File: config.mk
export PLATFORM = sky130hd
export DESIGN_NAME = phase_shift_divider
export DESIGN_NICKNAME = d
export VERILOG_FILES = /design/src/rtl/phase_shift_divider.sv
export SDC_FILE = /design/constraint.sdc
export NUM_CORES = 1
export LEC_CHECK = 0
export CAP_MARGIN = 20
export CORE_MARGIN = 4
export CORE_UTILIZATION = 50
export CTS_BUF_LIST = sky130_fd_sc_hd__clkbuf_4
export CTS_CLUSTER_DIAMETER = 200
export CTS_CLUSTER_SIZE = 25
export DETAILED_ROUTE_END_ITERATION = 8
export GPL_ROUTABILITY_DRIVEN = 0
export PLACE_DENSITY_LB_ADDON = 0.25
export SKIP_CTS_REPAIR_TIMING = 1
export SYNTH_ARGS = -nofsm -noshare
export SYNTH_HDL_FRONTEND = slang
export SYNTH_SLANG_ARGS = --single-unit
File: constraint.sdc
create_clock -name clk_i -period 3.2 [get_ports clk_i]
set_input_delay 0.64 -clock clk_i [delete_from_list [all_inputs] [get_ports clk_i]]
set_output_delay 0.64 -clock clk_i [all_outputs]
set_load 0.005 [all_outputs]
File: src/rtl/phase_shift_divider.sv
// Programmable half-period clock divider with phase advance/retard by pulse deletion/insertion.
// Define DPKD_SHIFT_ACCUM_EN to replace the single pending shift with a saturating accumulator.
module phase_shift_divider #(
  parameter int unsigned WIDTH   = 8,
  parameter int unsigned SHIFT_W = 4
) (
  input  logic             clk_i,
  input  logic             reset_i,
  input  logic             en_i,
  input  logic [WIDTH-1:0] div_i,
  input  logic             positiveShift_i,
  input  logic             negativeShift_i,
  output logic             output_o,
  output logic             tc_o,
  output logic             shift_drop_o
);

  localparam int unsigned CW = WIDTH + 1;

  typedef enum logic {ST_LOAD, ST_RUN} state_t;

  state_t                    state;
  logic [WIDTH-1:0]          count;
  logic signed [SHIFT_W-1:0] pending;

  logic signed [SHIFT_W-1:0] req_c;
  logic signed [SHIFT_W-1:0] merged_c;
  logic signed [SHIFT_W-1:0] pend_after_c;
  logic                      merge_drop_c;
  logic                      apply_drop_c;
  logic                      adv_c;
  logic                      ret_c;
  logic                      reload_edge_c;
  logic [CW-1:0]             d_c;
  logic [CW-1:0]             len_c;
  logic [WIDTH-1:0]          reload_c;

`ifdef DPKD_SHIFT_ACCUM_EN
  localparam logic signed [SHIFT_W-1:0] PEND_MAX = {1'b0, {(SHIFT_W-1){1'b1}}};
  localparam logic signed [SHIFT_W-1:0] PEND_MIN = {1'b1, {(SHIFT_W-1){1'b0}}};
`endif

  // Net request of this edge: +1 advance, -1 retard, simultaneous requests cancel.
  always_comb begin
    req_c = '0;
    if (positiveShift_i && !negativeShift_i) begin
      req_c = SHIFT_W'(1);
    end else if (negativeShift_i && !positiveShift_i) begin
      req_c = '1;
    end
  end

  // Merge the request into the pending shift, flagging requests that cannot be held.
  always_comb begin
    merged_c     = pending;
    merge_drop_c = 1'b0;
`ifdef DPKD_SHIFT_ACCUM_EN
    if ((req_c == SHIFT_W'(1)) && (pending == PEND_MAX)) begin
      merge_drop_c = 1'b1;
    end else if ((req_c == '1) && (pending == PEND_MIN)) begin
      merge_drop_c = 1'b1;
    end else begin
      merged_c = pending + req_c;
    end
`else
    if (req_c != '0) begin
      if (pending == '0) begin
        merged_c = req_c;
      end else if (pending == req_c) begin
        merge_drop_c = 1'b1;
      end else begin
        merged_c = '0;
      end
    end
`endif
  end

  // Reload length: one unit of pending shift is applied per reload, advance cannot go below 1.
  always_comb begin
    reload_edge_c = (state == ST_LOAD) || (count == '0);
    d_c           = (div_i == '0) ? CW'(1) : {1'b0, div_i};
    adv_c         = !merged_c[SHIFT_W-1] && (merged_c != '0);
    ret_c         = merged_c[SHIFT_W-1];
    len_c         = d_c;
    apply_drop_c  = 1'b0;
    if (adv_c) begin
      if (d_c == CW'(1)) begin
        apply_drop_c = 1'b1;
      end else begin
        len_c = d_c - CW'(1);
      end
    end else if (ret_c) begin
      len_c = d_c + CW'(1);
    end
    reload_c = WIDTH'(len_c - CW'(1));
`ifdef DPKD_SHIFT_ACCUM_EN
    if (adv_c) begin
      pend_after_c = merged_c - SHIFT_W'(1);
    end else if (ret_c) begin
      pend_after_c = merged_c + SHIFT_W'(1);
    end else begin
      pend_after_c = merged_c;
    end
`else
    pend_after_c = '0;
`endif
  end

  always_ff @(posedge clk_i or negedge reset_i) begin
    if (!reset_i) begin
      state        <= ST_LOAD;
      count        <= '0;
      pending      <= '0;
      output_o     <= 1'b0;
      tc_o         <= 1'b0;
      shift_drop_o <= 1'b0;
    end else begin
      tc_o         <= 1'b0;
      shift_drop_o <= 1'b0;
      if (en_i) begin
        if (reload_edge_c) begin
          state        <= ST_RUN;
          count        <= reload_c;
          pending      <= pend_after_c;
          shift_drop_o <= merge_drop_c | apply_drop_c;
          if (state == ST_RUN) begin
            output_o <= ~output_o;
            tc_o     <= 1'b1;
          end
        end else begin
          count        <= count - WIDTH'(1);
          pending      <= merged_c;
          shift_drop_o <= merge_drop_c;
        end
      end
    end
  end

endmodule

==> run metrics, run 1 <==
clk buf depth=2; fraction of registers with async set/reset=100%; pin count of the biggest net entering global routing=23; Hold Path Class=reg -> reg; proportion of layout cells with a drive suffix above 1=between 30 and 40%; row cnt=19; Post-synth EDFFs=0; clock skew=0.688 ps; post-layout minimum cycle time=3130 ps; Power Internal=around 0.66 mW; TritonCTS clock tree=yes; Yosys top cell area share=between 20% and 30%; TritonRoute pass-1 iters=4; Unique masters post-synth=62; Slew Limit Fails=0; sequential share of power=31.6%; design area=2070 um2; via/cell ratio=6.18; Peak VDD IR=0.240 mV; area grow syn2layout=37.5%; Final ANT Viol Nets=0; crit end category=register; Seq/Total Area, Yosys=26.5%; status=finished clean; Worst EP arrival=3310 ps; Post-DP Area=1930 um2; YS warnings=0; Cells after Synth=roughly 170; Period Utilization, post-route=97.8%; root buf cell=clkbuf_4; Avg Inst Size Synth=8.93 um2; P_leak=0.875 nW; sequential cell area=400 um2; Clock Latency Late Sink=approximately 290 ps; CTS Sinks=16; multi-input logic area=between 1000 and 1500 um2; CTS Buf Count=3; Slew headroom=47.1%; first-pass GRT wire length=approximately 6.6 mm; nets=about 240; most instantiated cells after synthesis=dfrtp_1 (16), inv_1 (12), nand2_1 (12), nand3_1 (11), o21ai_0 (9); WP data required=3380 ps; Max Fclk=0.320 GHz; Clock Power Share=approximately 9.9%; Die H=62.9 um; antenna cells=0; # Max-Cap Violations=0; Remaining Overflow, GRT=0; pre-CTS setup slack=-434 ps; Worst-path clk slew=~90 ps; Routed WL=between 3 and 4 mm; Die ar.=3960 um2; pwr dens=between 500 and 600 nW/um2; Fillers=215; Post-Syn Nets=around 190; initial core utilization=53.3%; port bufs=15; area of the core=2830 um2; switching share of power=roughly two fifths; P_sw=between 0.4 and 0.5 mW; drt initial violations=between 80 and 90; critical path fanouts, max=4; Die Span X=62.9 um; vias in the first global route=1520; hpwl dp=2.98 mm; Final Setup Violations=0; worst slew pin tran=791 ps; number of I/O pins=16; Mapped Area=~1500 um2; Synth Register Bits=16; DRC=0; DR WL/cell=approximately 16 um; Yosys top cell by area=dfrtp_1; top post-synthesis cells by area=dfrtp_1 (27%), nand3_1 (3.6%), ha_1 (3.3%); top_reg_cell synth=dfrtp_1; Gate power share=58.5%; worst setup margin=70.2 ps; critical path class=in -> reg; Fin. Hold Viols=0; CP startpoint kind=input port; all-layer global routing usage=between 20 and 25%; count leader, synth=dfrtp_1; htree depth=1; total number of vias=1527; initial antenna violation count=0; Finished Core Util=approximately three quarters
-- layout by cell type, fill, tap and decap left out, drive strengths merged, types with 6 or more instances in the layout --
cell / count
inv: 13
nand4: 6
clkdlybuf4s50: 12
o21ai: 9
nand3: 11
nor2: 8
a21oi: 6
nand2: 12
buf: 40
dfrtp: 16
-- power by group through the flow --
stage / Combinational [mW] / Sequential, mW / Clock [mW]
2_1_floorplan: 0.388 / 0.313 / 0
3_3_place_gp: 0.536 / 0.346 / 0
3_5_place_dp: 0.557 / 0.351 / 0
4_1_cts: 0.560 / 0.346 / 0.112
5_1_grt: 0.709 / 0.360 / 0.123
6_report: 0.646 / 0.349 / 0.109
-- path summary, 6_finish.rpt --
kind	start	end	slack, ps	cells past startpoint
setup / recovery	div_i[6]	count[7]$_DFFE_PN0P_	70	13
hold / removal	output_o$_DFFE_PN0P_	output_o$_DFFE_PN0P_	480	1
setup reg to reg	pending[0]$_DFFE_PN0P_	count[5]$_DFFE_PN0P_	580	10
hold reg to reg	output_o$_DFFE_PN0P_	output_o$_DFFE_PN0P_	480	1
max in group asynchronous	reset_i	count[5]$_DFFE_PN0P_	1960	1
min in group asynchronous	reset_i	output_o$_DFFE_PN0P_	780	1
-- sequential cells by signal (all words and copies together) (netlist names) --
signal / count
tc_o: 1
state: 1
count: 8
output_o: 1
shift_drop_o: 1
pending: 4
-- critical path, stage by stage --
cell             delay (ps)
clkdlybuf4s50_1         460
nor3_4                  140
and3_4                  210
a21o_4                  120
ha_1                    160
nand4_1                 120
a21boi_1                160
or3_1                   370
a31oi_4                 210
and4bb_4                240
and3_4                  190
xnor2_1                 170
o2bb2ai_1               100
-- layout make-up --
cell class / count / share of cell area (%)
clock buffer: 3 / 1.09
multi-input combinational: 129 / 52.4
inverter: 13 / 2.35
tap: 31 / 1.87
sequential: 16 / 19.3
timing repair buffer: 55 / 23.0
-- layer usage --
metal	part of all wire [%]	global-route usage, %	wire, um	vias up
met3	4.0	2.70	158	12
li1	-	-	-	736
met2	52	35.7	2060	48
met5	0	0	0	-
met1	42	24.4	1660	731
met4	2.6	10.2	105	0
-- cells by family after synthesis --
group	Yosys count	share of synthesized area, %
adder cells (fa/ha/maj)	4	3.32
buffers and inverters	24	8.04
flip-flops	16	26.5
AND/OR/NAND/NOR	59	24.4
AO/OA/AOI/OAI	54	30.1
multiplexers	5	3.57
XOR/XNOR	7	4.06
-- through the flow --
step	power [mW]	cells	hold WS [ps]	setup TNS [ps]
finish	1.10	247	476	0
global route	1.19	247	498	-53.8
CTS	1.02	246	481	-468
detailed placement	0.908	243	468	-2450
global placement	0.882	243	454	-1970
floorplan	0.702	169	344	0
(Power assumes the default switching activity.)
==> inputs of run 2 (changes only) <==
--- a/config.mk
+++ b/config.mk
@@ -5,10 +5,11 @@
 export SDC_FILE = /design/constraint.sdc
 export NUM_CORES = 1
 export LEC_CHECK = 0
+export ABC_CLOCK_PERIOD_IN_PS = 3200
 export CAP_MARGIN = 20
 export CORE_MARGIN = 4
 export CORE_UTILIZATION = 50
-export CTS_BUF_LIST = sky130_fd_sc_hd__clkbuf_4
+export CTS_BUF_LIST = sky130_fd_sc_hd__clkbuf_2 sky130_fd_sc_hd__clkbuf_4 sky130_fd_sc_hd__clkbuf_8
 export CTS_CLUSTER_DIAMETER = 200
 export CTS_CLUSTER_SIZE = 25
 export DETAILED_ROUTE_END_ITERATION = 8
==> results of run 2 <==
The final DEF is identical to that of run 1; final timing and power are the same.
